### src/rtl/ask_pkg.sv
// Shared definitions for the ASK receive path and the transmit-side PRBS7 generator.
package ask_pkg;
    localparam int          SAMPLE_W = 12;
    localparam logic [11:0] MIDSCALE = 12'd2048;

    // Samples per bit, indexed by bit_rate_sel.
    localparam logic [12:0] BIT_PERIOD [0:3] = '{13'd4096, 13'd2048, 13'd1024, 13'd512};

    // PRBS7, x^7 + x^6 + 1: feedback from register bits 6 and 5.
    localparam int PRBS7_LEN        = 7;
    localparam int PRBS7_TAP_HI     = 6;
    localparam int PRBS7_TAP_LO     = 5;
    localparam int PRBS_SYNC_HITS   = 16;
    localparam int PRBS_DROP_MISSES = 4;

    typedef enum logic {HUNT = 1'b0, TRACK = 1'b1} ask_state_t;

    function automatic logic prbs7_bit(input logic [PRBS7_LEN-1:0] r);
        return r[PRBS7_TAP_HI] ^ r[PRBS7_TAP_LO];
    endfunction
endpackage

### src/rtl/ask_envelope_detector.sv
// Rectifier and windowed peak hold; envelope and level decision refresh once per window.
module ask_envelope_detector
    import ask_pkg::*;
#(
    parameter int ENV_WIN = 64
) (
    input  logic                clk,
    input  logic                reset,
    input  logic [SAMPLE_W-1:0] sample_in,
    input  logic                sample_valid,
    input  logic [SAMPLE_W-1:0] threshold,
    output logic [SAMPLE_W-1:0] envelope,
    output logic                env_level
);
    localparam int             WIN_W    = (ENV_WIN > 1) ? $clog2(ENV_WIN) : 1;
    localparam logic [WIN_W-1:0] WIN_LAST = WIN_W'(ENV_WIN - 1);

    logic [WIN_W-1:0]    win_cnt;
    logic [SAMPLE_W-1:0] rect, run_max, win_peak;

    // Full-scale negative (code 0) rectifies to 2048, which still fits in 12 bits.
    assign rect     = (sample_in >= MIDSCALE) ? (sample_in - MIDSCALE) : (MIDSCALE - sample_in);
    assign win_peak = (rect > run_max) ? rect : run_max;

    always_ff @(posedge clk or posedge reset) begin
        if (reset) begin
            win_cnt   <= '0;
            run_max   <= '0;
            envelope  <= '0;
            env_level <= 1'b0;
        end else if (sample_valid) begin
            if (win_cnt == WIN_LAST) begin
                envelope  <= win_peak;
                env_level <= (win_peak >= threshold);
                run_max   <= '0;
                win_cnt   <= '0;
            end else begin
                run_max <= win_peak;
                win_cnt <= win_cnt + WIN_W'(1);
            end
        end
    end
endmodule

### src/rtl/ask_demodulator.sv
// ASK demodulator: envelope detection, bit timing recovery (HUNT/TRACK) and an
// optional PRBS7 checker enabled by the ASK_DEMOD_PRBS_CHECK_EN macro.
module ask_demodulator
    import ask_pkg::*;
#(
    parameter int ENV_WIN   = 64,
    parameter int LOSS_BITS = 32
) (
    input  logic                clk,
    input  logic                reset,
    input  logic [SAMPLE_W-1:0] sample_in,
    input  logic                sample_valid,
    input  logic [1:0]          bit_rate_sel,
    input  logic [SAMPLE_W-1:0] threshold,
    output logic [SAMPLE_W-1:0] envelope,
    output logic                env_level,
    output logic                bit_out,
    output logic                bit_valid,
    output logic                locked,
    output logic [15:0]         err_count,
    output logic                prbs_sync
);
    localparam int LOSS_W = $clog2(LOSS_BITS + 1);

    ask_state_t        state, state_next;
    logic [11:0]       bit_cnt, bit_cnt_next;
    logic [LOSS_W-1:0] loss_cnt, loss_cnt_next;
    logic [1:0]        sel_prev;
    logic [12:0]       period;
    logic              env_prev, trans, sel_chg, mid_bit, wrap, strobe;

    ask_envelope_detector #(.ENV_WIN(ENV_WIN)) u_env (
        .clk          (clk),
        .reset        (reset),
        .sample_in    (sample_in),
        .sample_valid (sample_valid),
        .threshold    (threshold),
        .envelope     (envelope),
        .env_level    (env_level)
    );

    assign period  = BIT_PERIOD[bit_rate_sel];
    assign trans   = (env_level != env_prev);
    assign sel_chg = (bit_rate_sel != sel_prev);
    assign mid_bit = ({1'b0, bit_cnt} == (period >> 1) - 13'd1);
    assign wrap    = ({1'b0, bit_cnt} == period - 13'd1);
    assign locked  = (state == TRACK);

    // A rate change outranks everything; a level transition outranks the mid-bit strobe.
    always_comb begin
        state_next    = state;
        bit_cnt_next  = bit_cnt;
        loss_cnt_next = loss_cnt;
        strobe        = 1'b0;
        if (sel_chg) begin
            state_next    = HUNT;
            bit_cnt_next  = '0;
            loss_cnt_next = '0;
        end else begin
            case (state)
                HUNT: begin
                    if (trans) begin
                        state_next    = TRACK;
                        bit_cnt_next  = '0;
                        loss_cnt_next = '0;
                    end
                end
                TRACK: begin
                    if (trans) begin
                        bit_cnt_next  = '0;
                        loss_cnt_next = '0;
                    end else if (sample_valid) begin
                        strobe = mid_bit;
                        if (wrap) begin
                            bit_cnt_next = '0;
                            if (loss_cnt == LOSS_W'(LOSS_BITS - 1)) begin
                                state_next    = HUNT;
                                loss_cnt_next = '0;
                            end else begin
                                loss_cnt_next = loss_cnt + LOSS_W'(1);
                            end
                        end else begin
                            bit_cnt_next = bit_cnt + 12'd1;
                        end
                    end
                end
                default: state_next = HUNT;
            endcase
        end
    end

    always_ff @(posedge clk or posedge reset) begin
        if (reset) begin
            state     <= HUNT;
            bit_cnt   <= '0;
            loss_cnt  <= '0;
            env_prev  <= 1'b0;
            sel_prev  <= '0;
            bit_valid <= 1'b0;
            bit_out   <= 1'b0;
        end else begin
            state     <= state_next;
            bit_cnt   <= bit_cnt_next;
            loss_cnt  <= loss_cnt_next;
            env_prev  <= env_level;
            sel_prev  <= bit_rate_sel;
            bit_valid <= strobe;
            if (strobe) bit_out <= env_level;
        end
    end

`ifdef ASK_DEMOD_PRBS_CHECK_EN
    logic                 hunt_to_track, prbs_match;
    logic [PRBS7_LEN-1:0] prbs_reg;
    logic [2:0]           prbs_fill, miss_run;
    logic [4:0]           match_run;

    assign hunt_to_track = (state == HUNT) && (state_next == TRACK);
    assign prbs_match    = (bit_out == prbs7_bit(prbs_reg));

    // Checks the registered strobe, so counters settle one cycle after bit_valid.
    always_ff @(posedge clk or posedge reset) begin
        if (reset) begin
            prbs_reg  <= '0;
            prbs_fill <= '0;
            match_run <= '0;
            miss_run  <= '0;
            prbs_sync <= 1'b0;
            err_count <= '0;
        end else begin
            if (bit_valid) begin
                prbs_reg <= {prbs_reg[PRBS7_LEN-2:0], bit_out};
                if (prbs_fill != 3'(PRBS7_LEN)) begin
                    prbs_fill <= prbs_fill + 3'd1;
                end else if (prbs_match) begin
                    miss_run <= '0;
                    if (match_run != 5'(PRBS_SYNC_HITS)) match_run <= match_run + 5'd1;
                    if (match_run >= 5'(PRBS_SYNC_HITS - 1)) prbs_sync <= 1'b1;
                end else begin
                    match_run <= '0;
                    if (miss_run != 3'(PRBS_DROP_MISSES)) miss_run <= miss_run + 3'd1;
                    if (miss_run >= 3'(PRBS_DROP_MISSES - 1)) prbs_sync <= 1'b0;
                    if (prbs_sync && (err_count != 16'hFFFF)) err_count <= err_count + 16'd1;
                end
            end
            if (hunt_to_track) err_count <= '0;
        end
    end
`else
    assign err_count = 16'd0;
    assign prbs_sync = 1'b0;
`endif
endmodule

### config.mk
export PLATFORM = sky130hd
export DESIGN_NAME = ask_demodulator
export DESIGN_NICKNAME = d
export VERILOG_FILES = /design/src/rtl/ask_pkg.sv /design/src/rtl/ask_envelope_detector.sv /design/src/rtl/ask_demodulator.sv
export SDC_FILE = /design/constraint.sdc
export NUM_CORES = 1
export LEC_CHECK = 0
export ABC_CLOCK_PERIOD_IN_PS = 4700
export CAP_MARGIN = 20
export CORE_ASPECT_RATIO = 1.5
export CORE_MARGIN = 1.5
export CORE_UTILIZATION = 50
export DETAILED_ROUTE_END_ITERATION = 10
export GPL_ROUTABILITY_DRIVEN = 0
export PLACE_DENSITY = 0.75
export SLEW_MARGIN = 30
export SYNTH_ARGS = -nofsm -noshare
export SYNTH_HDL_FRONTEND = slang
export SYNTH_SLANG_ARGS = --single-unit
### constraint.sdc
create_clock -name clk -period 4.7 [get_ports clk]
set_input_delay 0.94 -clock clk [delete_from_list [all_inputs] [get_ports clk]]
set_output_delay 0.94 -clock clk [all_outputs]
set_load 0.05 [all_outputs]
== Word level (Yosys, flattened, before mapping) ==
Cells that the tools add are included.

* Bits in latches: 0
* Bits in registers: 55
* Input bits: 29
* Output and inout port bits: 33
* Memory bits (read-only): 0
* RAM bits: 0
* Memories kept: 0

* Add/sub/neg operators: 7
* Reductions and logical operators: 3
* Shift-type cells: 0
* Bitwise operators: 2
* Mux-type cells: 31
* Div/mod/pow operators: 0
* Equal/unequal tests: 9
* $mul: 0
* Magnitude comparators: 4

{| class="wikitable"
|+ Operator list
! operator !! number
|-
| 12-bit two-way mux || 8
|-
| 6-bit two-way mux || 7
|-
| 13-bit binary-select mux with 2-bit select || 1
|-
| 12-bit by 13-bit == test with 1-bit output || 2
|-
| 13-bit two-way mux || 2
|-
| 12-bit case mux with 2 select lines || 1
|-
| 12-bit by 1-bit subtractor with 13-bit output (second input constant) || 1
|-
| 13-bit by 1-bit subtractor with 13-bit output (second input constant) || 1
|-
| 12-bit by 1-bit adder with 12-bit output (second input constant) || 1
|-
| 6-bit by 1-bit adder with 6-bit output (second input constant) || 2
|-
| 12-bit greater-or-equal comparator || 1
|-
| 12-bit greater-or-equal comparator (second input constant) || 1
|-
| 12-bit greater-than comparator || 1
|-
| 6-bit case mux with 2 select lines || 1
|-
| 12-bit subtractor (first input constant) || 1
|-
| 12-bit subtractor (second input constant) || 1
|-
| 1-bit two-way mux || 10
|-
| 6-bit by 5-bit == test with 1-bit output (second input constant) || 1
|-
| 6-bit == test (second input constant) || 1
|-
| 4-bit by 1-bit != test with 1-bit output (second input constant) || 1
|-
| 4-bit by 2-bit != test with 1-bit output (second input constant) || 1
|-
| 2-bit AND reduction || 2
|-
| 3-bit greater-or-equal comparator (second input constant) || 1
|-
| 3-bit != test (second input constant) || 1
|-
| 6 further kinds || 6
|}

== Longest topological paths before layout ==
* Depth in word-level cells: 11
* Depth in mapped cells: 22
* Gate-level depth less buffers: 21

== Cells and area by module ==
A second synthesis with hierarchy kept.

* Cell total of the unflattened synthesis: 466
* Area, all modules: 3990.1 µm²

{| class="wikitable"
|+ Modules (own cells, without submodules)
! module !! area an instance (µm²) !! times used !! cells each !! seq. area each (µm²)
|-
| ask_envelope_detector || 2408.6 || 1 || 292 || 775.7
|-
| ask_demodulator || 1581.5 || 1 || 174 || 600.6
|}

== Worst setup path before layout ==
No wires, ideal clock.

* Kind: in2reg
* Start: input sample_in[3]
* End: register u_env.env_level
* Buffers on the path: 1
* Data required time: 4.571 ns
* Arrival time: 4.156 ns
* Setup time: 0.129 ns
* Stages: 20
* Slack: 0.415 ns
* Cells stage by stage: or3_1 -> nor3_2 -> a21oi_1 -> xnor2_1 -> inv_1 -> ha_1 -> a21oi_1 -> o21ai_1 -> a221oi_2 -> a21oi_2 -> clkbuf_1 -> nor2_1 -> a21oi_1 -> ha_1 -> a21oi_1 -> nor2b_1 -> o21ai_0 -> o211ai_1 -> nand2_1 -> a31oi_1

* Cells in the longest elaborated chain, start to end: 5
* Elaborated cells between the ends (all ways): 7
* Those cells by class: 2 x add/sub; 3 x order compare; 2 x mux

{| class="wikitable"
|+ Ends and longest elaborated chain
! item !! RTL line !! source
|-
| start: declaration || ask_demodulator.sv:11 || <nowiki>input logic [SAMPLE_W-1:0] sample_in,</nowiki>
|-
| 12-bit subtractor or 12-bit greater-or-equal comparator (tied branches) || ask_envelope_detector.sv:22 || <nowiki>assign rect = (sample_in >= MIDSCALE) ? (sample_in - MIDSCALE) : (MIDSCALE - sample_in);</nowiki>
|-
| 12-bit two-way mux (*) || ask_envelope_detector.sv:22 ||
|-
| 12-bit greater-than comparator || ask_envelope_detector.sv:23 || <nowiki>assign win_peak = (rect > run_max) ? rect : run_max;</nowiki>
|-
| 12-bit two-way mux (*) || ask_envelope_detector.sv:23 ||
|-
| via u_env.win_peak[5] || ask_envelope_detector.sv:19 || <nowiki>logic [SAMPLE_W-1:0] rect, run_max, win_peak;</nowiki>
|-
| 12-bit greater-or-equal comparator (*) || ask_envelope_detector.sv:34 || <nowiki>env_level <= (win_peak >= threshold);</nowiki>
|-
| end signal: assignment || ask_envelope_detector.sv:34 ||
|-
| end: declaration || ask_envelope_detector.sv:13 || <nowiki>output logic env_level</nowiki>
|}

The timed path passes the listed nets; every way through them passes the cells marked *.
A chain may end at the register's enable or synchronous reset.

== Final worst setup path ==
* Start: input sample_in[8]
* End: register u_env.env_level

The elaborated chain is that of the path after synthesis.

==> reports/metrics.cfg <==
[outcome]
status = finished, final reports clean

[clocking]
root_buffer = clkbuf_8
hold_buffers = 0
clk_path_buf_depth = 2
clock_latency_ns = 0.31
cts_inserted_buffers = 5
h-tree-depth = 2
path_clk_slew_ns = 0.10
cts_tree = done
clock-sinks = 55

[worst_setup_path]
ff2ff_path_depth = 15
end_kind = flip-flop
arrival_ns = 4.71
crit_family = compound AO/OA/AOI/OAI gates
r2r-end = u_env.env_level
rr_startpoint = u_env.run_max[11]
path_cells = clkdlybuf4s50_1 > nor4_2 > nor2b_2 > a21oi_1 > xnor2_1 > inv_1 > ha_4 > nand4_1 > inv_1 > a221oi_4 > a21oi_4 > buf_4 > buf_4 > nor2_2 > a21oi_1 > ha_1 > nand4_1 > a21oi_1 > nand2_1 > a31oi_1
cp-startpoint = sample_in[8]
path_buf_inv = 5
slowest_stage = clkdlybuf4s50_1
cp.depth = 20
crit_fanout = 6
endpoint = u_env.env_level
rrSetupSlack_ns = 1.72
cpMostUsedCell = a21oi_1
critPathRequiredTime_ns = 4.94
cp-start-kind = input pin
critPathMaxStageDelay_ns = 0.44
path_class = in2reg

[drt]
wl_um = 9340
drc_errors = 0
via_per_inst = 5.64
drtIter0Drc = 129
ant_nets = 0
drt_pass1_iterations = 4
wl_per_cell_um = 15.5
dr_total_vias = 3404

[yosys]
netlist.top_cell.by_area = dfrtp_1
synth-edff-count = 0
synth_ff_type = dfrtp_1
synth_area_sq_mm = 0.00381
synthTopCellsByArea = dfrtp_1 36%, ha_1 9.5%, a21oi_1 4.7%, inv_1 4.4%, nor2_1 4.0%
synthArstFlopShare = 1.00
synth_seq_area_share = 0.361
syn_avg_cell_area_sq_um = 8.84
ys_types = 56
synth_common_cells = 55 x dfrtp_1, 45 x inv_1, 41 x nor2_1
synth_seq_cells = 55
ys_warn_count = 0
yosysMostFrequentCell = dfrtp_1
syn-instance-count = 431
synth.top_cell.area_share = 0.361

[finish]
syn_to_final_growth_pct = 23.8
fillers = 636
drive_above_1_share = 0.159
nets = 561
multi_input_area_sq_mm = 0.00225
finalInstanceArea_sq_mm = 0.00472
fin_util = 0.644
ff_latch_area_sq_mm = 0.00138
diodes = 0

[placed_design]
dpl.hpwl_um = 7070
port_buffers = 44
postPlaceCellArea_sq_mm = 0.00448

[sta]
tightest_slew_ns = 0.874
fin_setup_tns_ns = 0
hold_viol_final = 0
slew_headroom = 0.415
setup_viol = 0
period_needed_ns = 4.48
finClkSkew_ns = 0.0134
post-route-period-util = 0.952
drv_slew = 0
fmax_mhz = 223

[floorplan]
num_rows = 38
die_h_um = 110
design.die.area_sq_mm = 0.00817
ios = 62
die_x_um = 74.3
coreArea_sq_mm = 0.00732
start_util = 0.521

[global_routing]
grt_overflow = 0
antenna_found_initial = 0
track_usage = 0.237
grt_pass1_vias = 3301
grt_pass1_wl_um = 14800
grt_max_degree = 34

[min_path]
holdCritPathClass = reg2reg

[pwr]
leakage_nw = 2.18
vdd_ir_drop_max_uv = 208
power_density_mw_per_mm2 = 377

[job]
max_cap_viol_count = 0

final cells by class:
class / instances / share of cell area
clock buffer: 6 / 0.0154
clock inverter: 2 / 0.00265
inverter: 45 / 0.0358
multi-input combinational: 318 / 0.478
sequential: 55 / 0.292
tap: 100 / 0.0265
timing repair buffer: 78 / 0.150
report_power, final:
group / switching, mW / internal (mW)
combinational: 0.495 / 0.381
clock: 0.158 / 0.105
sequential: 0.0903 / 0.547
timing repair:
action / 4_1_cts / 5_1_grt
setup endpoints to repair: 0 / 1
hold endpoints to repair: 0 / 0
setup buffers: 0 / 2
resized for setup: 0 / 30
sequential cells by signal (all words and copies together), names as in the netlist:
signal,flops
env_prev,1
u_env.envelope,12
u_env.run_max,12
bit_out,1
bit_cnt,12
locked,1
sel_prev,2
bit_valid,1
loss_cnt,6
u_env.env_level,1
u_env.win_cnt,6
placed cells by master, fill, tap and decap left out, types with 11 or more instances in the layout:
master / instances
a21oi_1: 29
a221o_1: 11
buf_4: 33
clkdlybuf4s50_1: 41
conb_1: 17
dfrtp_1: 55
ha_1: 27
inv_1: 44
nand2_1: 28
nand3_1: 17
nand4_1: 11
nor2_1: 36
o21ai_0: 14
o2bb2ai_1: 12
xnor2_1: 14
how the worst min path moves through the flow:
stage / from / endpoint / slack [ns] / cells past startpoint
final: u_env.win_cnt[5] / u_env.win_cnt[5] / 0.50 / 1
after global routing: u_env.win_cnt[5] / u_env.win_cnt[5] / 0.52 / 1
after detailed placement: u_env.win_cnt[5] / u_env.win_cnt[5] / 0.48 / 1
after floorplan: u_env.win_cnt[5] / u_env.win_cnt[5] / 0.44 / 1
after CTS: u_env.win_cnt[5] / u_env.win_cnt[5] / 0.50 / 1
after global placement: u_env.win_cnt[5] / u_env.win_cnt[5] / 0.46 / 1
cell families (layout without fill, tap and decap cells):
logic type,count (synthesis),in the layout,synth area share
XOR/XNOR,21,21,0.0502
multiplexers,7,7,0.0190
buffers and inverters,75,131,0.0972
flip-flops,55,55,0.361
other,1,17,0.000984
AND/OR/NAND/NOR,143,143,0.199
AO/OA/AOI/OAI,100,101,0.177
adder cells (fa/ha/maj),29,29,0.0952
through the flow:
| step | total power, mW | setup slack, ns | hold WS (ns) | std cells |
|---|---|---|---|---|
| 3_5_place_dp | 1.41 | -0.270 | 0.481 | 593 |
| 6_report | 1.78 | 0.225 | 0.503 | 604 |
| 3_3_place_gp | 1.38 | -0.0892 | 0.457 | 593 |
| 2_1_floorplan | 1.18 | 0.415 | 0.437 | 447 |
| 5_1_grt | 1.91 | -0.0716 | 0.517 | 604 |
| 4_1_cts | 1.68 | 0.0659 | 0.499 | 601 |
routing by layer:
metal  vias up  global-route usage  part of all wire
met5         -                   0                 0
met4         0               0.110             0.030
met1      1656               0.253              0.38
met2        88               0.445              0.56
met3        24              0.0312             0.032
li1       1636                   -                 -
Note: power is estimated with default switching activity, not from simulation.
